File: config.mk
export PLATFORM = sky130hd
export DESIGN_NAME = mux_sel_scanner
export DESIGN_NICKNAME = d
export VERILOG_FILES = /design/src/rtl/mux_sel_scanner.sv
export SDC_FILE = /design/constraint.sdc
export NUM_CORES = 1
export LEC_CHECK = 0
export CAP_MARGIN = 10
export CELL_PAD_IN_SITES_DETAIL_PLACEMENT = 0
export CELL_PAD_IN_SITES_GLOBAL_PLACEMENT = 2
export CORE_ASPECT_RATIO = 1.5
export CORE_MARGIN = 2
export CORE_UTILIZATION = 36
export CTS_BUF_LIST = sky130_fd_sc_hd__clkbuf_8
export DETAILED_ROUTE_END_ITERATION = 8
export PLACE_DENSITY_LB_ADDON = 0.1
export SETUP_SLACK_MARGIN = 0.3
export SLEW_MARGIN = 20
export SYNTH_ARGS = -nofsm -noshare
export SYNTH_HDL_FRONTEND = slang
export SYNTH_SLANG_ARGS = --single-unit
File: constraint.sdc
create_clock -name clk -period 2.8 [get_ports clk]
set_input_delay 0.56 -clock clk [delete_from_list [all_inputs] [get_ports clk]]
set_output_delay 0.56 -clock clk [all_outputs]
set_load 0.005 [all_outputs]
File: src/rtl/mux_sel_scanner.sv
// rtl/mux_sel_scanner.sv - sequences a 4-input mux select, samples each channel, hands off a 4-bit word
//
// Optional feature macro: MUX_SCAN_CONTINUOUS_EN
//   defined   : a completed handshake immediately launches the next scan (busy stays high)
//   undefined : a completed handshake returns to IDLE; every scan needs its own start
//
// Per channel: SETTLE_CYC cycles in SETTLE followed by one SAMPLE cycle.
// SETTLE_CYC must lie in 1..15 so the settle counter fits in 4 bits.

module mux_sel_scanner #(
  parameter int unsigned SETTLE_CYC = 1
) (
  input  logic       clk,
  input  logic       rst_n,
  input  logic       start,
  input  logic       mux_out,
  output logic [1:0] sel,
  output logic       busy,
  output logic       scan_valid,
  input  logic       scan_ready,
  output logic [3:0] scan_data
);

  typedef enum logic [1:0] {
    ST_IDLE   = 2'd0,
    ST_SETTLE = 2'd1,
    ST_SAMPLE = 2'd2,
    ST_HOLD   = 2'd3
  } state_t;

  // Last settle count before moving to SAMPLE.
  localparam logic [3:0] LP_CNT_LAST = 4'(SETTLE_CYC - 1);
  localparam logic [1:0] LP_SEL_LAST = 2'd3;

  state_t     r_state;
  state_t     w_state_nxt;

  logic [3:0] r_cnt;
  logic [1:0] r_sel;
  logic       r_busy;
  logic       r_valid;
  logic [3:0] r_data;

  logic [3:0] w_cnt_nxt;
  logic [1:0] w_sel_nxt;
  logic       w_busy_nxt;
  logic       w_valid_nxt;
  logic [3:0] w_data_nxt;

  logic       w_handshake;
  logic       w_settle_done;
  logic       w_last_chan;

  // Handshake only counts while the completed word is on display.
  assign w_handshake   = (r_state == ST_HOLD) && r_valid && scan_ready;
  assign w_settle_done = (r_cnt == LP_CNT_LAST);
  assign w_last_chan   = (r_sel == LP_SEL_LAST);

  // State and datapath registers; reset aborts any scan and clears the word.
  always_ff @(posedge clk or negedge rst_n) begin
    if (!rst_n) begin
      r_state <= ST_IDLE;
      r_cnt   <= 4'd0;
      r_sel   <= 2'd0;
      r_busy  <= 1'b0;
      r_valid <= 1'b0;
      r_data  <= 4'h0;
    end else begin
      r_state <= w_state_nxt;
      r_cnt   <= w_cnt_nxt;
      r_sel   <= w_sel_nxt;
      r_busy  <= w_busy_nxt;
      r_valid <= w_valid_nxt;
      r_data  <= w_data_nxt;
    end
  end

  // Next-state decode: IDLE -> SETTLE -> SAMPLE -> (SETTLE | HOLD) -> IDLE or SETTLE.
  always_comb begin
    w_state_nxt = r_state;
    case (r_state)
      ST_IDLE: begin
        if (start) begin
          w_state_nxt = ST_SETTLE;
        end
      end
      ST_SETTLE: begin
        if (w_settle_done) begin
          w_state_nxt = ST_SAMPLE;
        end
      end
      ST_SAMPLE: begin
        if (w_last_chan) begin
          w_state_nxt = ST_HOLD;
        end else begin
          w_state_nxt = ST_SETTLE;
        end
      end
      ST_HOLD: begin
        if (w_handshake) begin
`ifdef MUX_SCAN_CONTINUOUS_EN
          w_state_nxt = ST_SETTLE;
`else
          w_state_nxt = ST_IDLE;
`endif
        end
      end
      default: begin
        w_state_nxt = ST_IDLE;
      end
    endcase
  end

  // Next values for the registered outputs and the settle counter; everything holds by default.
  always_comb begin
    w_cnt_nxt   = r_cnt;
    w_sel_nxt   = r_sel;
    w_busy_nxt  = r_busy;
    w_valid_nxt = r_valid;
    w_data_nxt  = r_data;
    case (r_state)
      ST_IDLE: begin
        // start is only looked at here, so a start during a scan is simply dropped.
        if (start) begin
          w_sel_nxt  = 2'd0;
          w_cnt_nxt  = 4'd0;
          w_busy_nxt = 1'b1;
        end
      end
      ST_SETTLE: begin
        // Cannot overflow: the counter stops advancing once SAMPLE is entered (max 15).
        w_cnt_nxt = r_cnt + 4'd1;
      end
      ST_SAMPLE: begin
        // Only the current channel's bit changes; older bits keep the previous scan.
        w_data_nxt[r_sel] = mux_out;
        if (w_last_chan) begin
          w_valid_nxt = 1'b1;
        end else begin
          w_sel_nxt = r_sel + 2'd1;
          w_cnt_nxt = 4'd0;
        end
      end
      ST_HOLD: begin
        // sel and the word stay frozen until the consumer takes the word.
        if (w_handshake) begin
          w_valid_nxt = 1'b0;
          w_sel_nxt   = 2'd0;
`ifdef MUX_SCAN_CONTINUOUS_EN
          w_cnt_nxt   = 4'd0;
`else
          w_busy_nxt  = 1'b0;
`endif
        end
      end
      default: begin
        w_valid_nxt = 1'b0;
        w_busy_nxt  = 1'b0;
        w_sel_nxt   = 2'd0;
        w_cnt_nxt   = 4'd0;
      end
    endcase
  end

  assign sel        = r_sel;
  assign busy       = r_busy;
  assign scan_valid = r_valid;
  assign scan_data  = r_data;

endmodule

==> summary.txt, run 1 <==
Run status
  – Status: complete, no violations

Yosys
  – Yosys warnings: 0
  – Post-synthesis mux area share: 6.08%
  – Syn Area/Cell: 10.6 um2
  – Register area share after synthesis: 47.3%
  – Synth top area cells: dfrtp_1 47%, ha_1 10%, mux2_1 6.1%
  – Synth Area in XOR/XNOR: 0%
  – Top cell type by total area after synthesis: dfrtp_1
  – Synth Area in Compound Gates: 15.4%
  – Largest family of logic cells by synthesized area: simple AND/OR/NAND/NOR gates
  – Mapped cell area: 741 um2
  – Synth Area in Simple Gates: 16.0%
  – Yosys top cell area share: 47.3%
  – Post-Synth Adder-Cell Area: 10.1%
  – Synth Instances: 70
  – Number of synthesized register bits: 14
  – Distinct cell type count after synthesis: 26
  – Syn_nets: 81

Hold path
  – Hold Path Origin: scan_data[1]$_DFFE_PN0P_
  – HP Class: register to register
  – Hold Path Cell Cnt: 1
  – Worst Hold End: scan_data[1]$_DFFE_PN0P_

Drt
  – Via count: 556
  – Initial DRT Pass Iterations: 4
  – Residual DRC: 0
  – Routed WL: 1.39 mm
  – Vias/cell: 5.25
  – DR iter-0 viols: 24
  – Routed Antenna Nets: 0
  – Wirelength per Cell: 13.1 um

Timing
  – Clk_skew: 0.00151 ns
  – Rel. slew slack: 57.3%
  – Final WS setup: 1.02 ns
  – Setup violations, final: 0
  – Final-report max-slew violation count: 0
  – Final period util: 63.6%
  – Fin crit period: 1.78 ns
  – Fmax: 562 MHz
  – Final Hold Violating Endpoints: 0
  – Min Hold Slack: 0.489 ns
  – Setup TNS: 0 ns
  – RSZ-0062 raised after global routing: false
  – Worst-Margin Slew: 0.639 ns

Finish
  – Area Growth Syn to Fin: 25.3%
  – Fin nets: 96
  – Share of cells above drive strength 1: 7.14%
  – # diodes: 0
  – Leading cell type in the layout, fill and taps excluded: dfrtp_1
  – Most frequent cells in the layout: 14 x dfrtp_1, 12 x clkdlybuf4s50_1, 8 x nand2_1
  – Filler Cell Count: 196

GRT
  – GRT overflow: 0
  – GRT Max-Usage Layer: met2
  – Met3 Use GR: 2.26%
  – Number of global-route vias before repair: 544
  – Met1 GRT Util: 16.3%
  – GRT met2 Usage: 21.4%
  – Initial antenna violation count: 0
  – Largest net degree at the start of global routing: 15
  – First-pass GRT wire length: 2.23 mm
  – Overall routing resource usage: 14.1%

Flow run
  – MaxCap Viol Count: 0

Critical path
  – Worst-path cell chain: clkdlybuf4s50_1
  – Worst setup EP type: output port
  – Reg2reg setup slack: 1.25 ns
  – Critical path's slowest cell: clkdlybuf4s50_1
  – Crit Path Class: register to output port
  – Crit-path leading delay family: buffers and inverters
  – Crit-path max FO: 6
  – CP max stage delay: 0.54 ns
  – Worst endpoint required time: 2.24 ns
  – Reg2reg end: r_cnt[3]$_DFFE_PN0P_
  – Reg-to-Reg Start: sel[0]$_DFFE_PN0P_
  – Startpoint Class: register
  – Total number of cells along the worst setup path: 1
  – WP buf/inv: 1
  – CP Data Arrival Time: 1.22 ns
  – Reg2Reg Depth: 4

Clocking
  – Setup bufs post-CTS: 0
  – TritonCTS clock tree: built
  – Clock buffer count from CTS: 3
  – Reg clk slew, reported paths: 0.06 ns
  – Cts hold-fix bufs: 0
  – CTS sink cnt: 14
  – Clk_lat worst skew: 0.24 ns
  – Root Buffer: clkbuf_8
  – Post_cts resized: 0
  – Clk buf depth: 2
  – # H-tree levels: 1

Floorplanning
  – Die area: 2440 um2
  – Die Ht: 59.6 um
  – Die X: 41.0 um
  – Starting Density: 37.5%
  – FP Rows: 20
  – Core area: 1980 um2
  – Num ports: 13

Placed design
  – Placed wire-length estimate: 1.05 mm
  – RePlAce Congestion: 0.663
  – Pre-CTS WS: 1.07 ns
  – IO buf count: 12

Power
  – PwrDens: 1040 nW/um2
  – Total power: 0.000962 W
  – Leak pwr: 0.438 nW
  – Peak supply drop: 0.000338 V
==> state kept, by name, summed over array words and instances, names as in the netlist <==
| name | count |
|---|---|
| r_cnt | 4 |
| scan_data | 4 |
| r_state | 2 |
| sel | 2 |
| busy | 1 |
| scan_valid | 1 |
==> synth_stat cells <==
cell type  instances
a21oi_1            2
mux2_1             4
nor2_1             5
o2bb2ai_1          1
a32o_1             1
a21o_1             2
ha_1               6
nand2b_1           1
buf_4              2
o21ai_1            1
dfrtp_1           14
and3_1             2
nand3_1            2
a22o_1             1
o31ai_2            1
o22ai_1            2
nand2_1            8
a311oi_1           1
nor3_1             1
nor3b_1            1
o21ai_0            1
nor2b_4            1
nor2b_1            1
inv_1              6
and3b_1            1
a211o_1            2
==> metal layers <==
metal	wire length (um)	part of all wire (%)	up-vias
met1	605	43	272
met5	0	0	-
li1	-	-	274
met2	717	52	8
met4	21	1.5	0
met3	47	3.4	2
==> cells by family (layout without fill, tap and decap cells) <==
| group | count (synthesis) | in the layout |
|---|---|---|
| AO/OA/AOI/OAI | 15 | 15 |
| adder cells (fa/ha/maj) | 6 | 6 |
| buffers and inverters | 8 | 22 |
| flip-flops | 14 | 14 |
| multiplexers | 4 | 4 |
| AND/OR/NAND/NOR | 23 | 23 |
==> where the power goes <==
group          internal [W]  switching [W]
combinational      0.000217       0.000155
sequential         0.000289       0.000107
clock              0.000124      0.0000685
==> final cells by class <==
cell class / instances / area (um2) / area share, %
Multi-Input combinational cell: 48 / 353 / 38.0
Sequential cell: 14 / 350 / 37.7
Timing Repair Buffer: 12 / 120 / 12.9
Clock buffer: 4 / 55.1 / 5.93
Tap cell: 22 / 27.5 / 2.96
Inverter: 6 / 22.5 / 2.43
==> through the flow <==
stage / utilization (%) / cells / instance area [um2]
after floorplan: - / 70 / 741
after global routing: 47.0 / 106 / 928
after detailed placement: 44.2 / 102 / 873
after CTS: 47.0 / 106 / 928
final: 47.0 / 106 / 928
after global placement: 44.2 / 102 / 873
==> worst max-delay path by stage <==
stage                                   from  slack (ns)              endpoint
after floorplan           sel[0]$_DFFE_PN0P_        1.38  r_cnt[2]$_DFFE_PN0P_
after global placement                 start        1.10    sel[1]$_DFFE_PN0P_
after detailed placement               start        1.07    sel[1]$_DFFE_PN0P_
after CTS                 sel[0]$_DFFE_PN0P_        1.00                sel[0]
after global routing      sel[0]$_DFFE_PN0P_        0.97                sel[0]
final                     sel[0]$_DFFE_PN0P_        1.02                sel[0]
No activity file was read; power rests on OpenSTA's default activity.
==> inputs of run 2 (changes only) <==
Settings changed: CORE_UTILIZATION 36 to 34.
Clock period 2.8 ns to 1.7 ns, I/O delays scaled along.
==> run 2 against run 1 <==
  * Sequential share of layout area decreased by 2.4 points
  * Sequential cell count unchanged
  * Routed wire length up 7.4%
  * Global-route usage shrank 0.75 points
  * Combinational power rose by 81%
  * First-iteration DRC count down 71%
  * Worst setup slack got worse by 0.66 ns
  * Final cell count up 5.7%
  * Register-to-register slack lost 0.88 ns
==> summary.txt, run 2 (synthesis gave the netlist of run 1 again) <==
Timing
  – Worst-Margin Slew: 0.280 ns (-0.358 ns)
  – Final Hold Violating Endpoints: 0 (unchanged)
  – Min Hold Slack: 0.405 ns (-0.0840 ns)
  – Fmax: 749 MHz
  – Final period util: 78.5%
  – Clk_skew: 0.00478 ns (+0.00327 ns)
  – RSZ-0062 raised after global routing: false
  – Setup TNS: 0 ns (unchanged)
  – Final-report max-slew violation count: 0 (unchanged)
  – Rel. slew slack: 81.2% (+24 points)
  – Setup violations, final: 0 (unchanged)
  – Fin crit period: 1.33 ns

Clocking
  – Reg clk slew, reported paths: 0.06 ns (about the same)
  – # H-tree levels: 1 (unchanged)
  – Clock buffer count from CTS: 3 (unchanged)
  – Clk_lat worst skew: 0.24 ns (about the same)
  – Root Buffer: clkbuf_8
  – CTS sink cnt: 14 (unchanged)
  – Clk buf depth: 2 (unchanged)
  – TritonCTS clock tree: built

Critical path
  – CP Data Arrival Time: 1.46 ns (+0.24 ns)
  – Worst setup EP type: register
  – Worst-path cell chain: ha_4 -> o21ai_4 -> buf_4 -> o22ai_1 -> a32o_1
  – Startpoint Class: register
  – Setup crit start: sel[1]$_DFFE_PN0P_
  – Reg-to-Reg Start: sel[1]$_DFFE_PN0P_
  – Crit-path max FO: 5 (-1)
  – CP max stage delay: 0.44 ns (-0.10 ns)
  – Crit-path leading delay family: flip-flops
  – Critical path's slowest cell: dfrtp_2
  – Worst endpoint required time: 1.83 ns (-0.41 ns)
  – WP buf/inv: 1 (unchanged)
  – Crit Path Class: register to register

Finish
  – Final Cell Area: 1000 um2 (+8.2%)
  – Filler Cell Count: 222 (+13%)
  – # diodes: 0 (unchanged)
  – Area occupied by multi-input gates: 385 um2 (+9.2%)
  – Register Area: 355 um2 (+1.4%)
  – Most frequent cells in the layout: 10 x dfrtp_1, 8 x nand2_1, 7 x dlygate4sd2_1
  – Area Growth Syn to Fin: 35.6%
  – Fin nets: 102 (+6.3%)
  – Share of cells above drive strength 1: 20.0% (+13 points)
  – Leading cell type in the layout, fill and taps excluded: dfrtp_1

Flow run
  – MaxCap Viol Count: 0 (unchanged)

GRT
  – Largest net degree at the start of global routing: 15 (unchanged)
  – Initial antenna violation count: 0 (unchanged)
  – First-pass GRT wire length: 2.48 mm (+11%)
  – Number of global-route vias before repair: 552 (+1.5%)
  – GRT overflow: 0 (unchanged)
  – Overall routing resource usage: 13.3% (-0.75 points)

Floorplanning
  – Num ports: 13 (unchanged)
  – Die area: 2580 um2 (+5.4%)
  – Die X: 42.1 um (+2.6%)
  – Core area: 2050 um2 (+3.8%)
  – Starting Density: 36.1% (-1.4 points)
  – FP Rows: 20 (unchanged)
  – Die Ht: 61.2 um (+2.7%)

Drt
  – Initial DRT Pass Iterations: 3 (-1)
  – DR iter-0 viols: 7 (-71%)
  – Vias/cell: 5.11 (-2.6%)
  – Routed WL: 1.50 mm (+7.4%)
  – Routed Antenna Nets: 0 (unchanged)
  – Residual DRC: 0 (unchanged)
  – Wirelength per Cell: 13.3 um (+1.6%)
  – Via count: 572 (+2.9%)

Power
  – Leak pwr: 0.486 nW (+11%)
  – PwrDens: 1650 nW/um2 (+59%)
  – Peak supply drop: 0.000817 V (+140%)

Placed design
  – Placed wire-length estimate: 1.06 mm (+1.1%)
  – IO buf count: 12 (unchanged)
  – RePlAce Congestion: 0.637 (-4.0%)
  – Placed inst area: 885 um2 (+1.3%)

Hold path
  – HP Class: primary input to asynchronous set/reset pin

Run status
  – Status: complete, no violations
run 2: timing repair:
action,4_1_cts,5_1_grt
pin swaps,1,1
hold buffers,0,0
resized for setup,8,8
setup buffers,5,0
cloned,0,0
endpoints found under the setup margin,10,9
run 2: cell type report:
class                      count  area share, %
timing repair buffer          18           15.8
tap                           22           2.74
clock buffer                   4           5.48
multi-input combinational     48           38.4
sequential                    14           35.4
inverter                       6           2.24
run 2: path summary, 6_finish.rpt:
kind	to	slack, ns	cells after the start
worst max-delay path	sel[1]$_DFFE_PN0P_	0.37	5
worst min-delay path	scan_data[0]$_DFFE_PN0P_	0.40	2
worst max register to register	sel[1]$_DFFE_PN0P_	0.37	5
worst min register to register	scan_data[2]$_DFFE_PN0P_	0.49	1
max in group asynchronous	sel[0]$_DFFE_PN0P_	1.10	2
min in group clk	scan_data[2]$_DFFE_PN0P_	0.49	1
run 2: power by group:
part           switching [W]  internal [W]  total, W
Sequential          0.000181      0.000484  0.000665
Combinational       0.000293      0.000381  0.000674
Clock               0.000114      0.000205  0.000319
Total               0.000588       0.00107   0.00166
run 2: per-layer routing:
layer	wire [um]	global-route usage (%)
met4	47	8.04
met2	804	23.4
met3	38	2.93
met5	0	0
met1	605	14.9
run 2: metrics by stage:
step                      std cells  power (W)  util [%]  worst slack, ns
after floorplan                  70    0.00103         -            0.338
after global placement          103    0.00129      43.1            0.202
after detailed placement        103    0.00130      43.1            0.191
after CTS                       112    0.00164      47.3            0.219
after global routing            112    0.00180      49.0            0.321
final                           112    0.00166      49.0            0.365
run 2: worst reg2reg max path, delay by kind of cell, from the launching register on:
| kind | cells | cell delay (ns) |
|---|---|---|
| DFF | 1 | 0.44 |
| AOI/OAI and AO/OA | 3 | 0.44 |
| adders and majority gates | 1 | 0.19 |
| buffers and inverters | 1 | 0.14 |
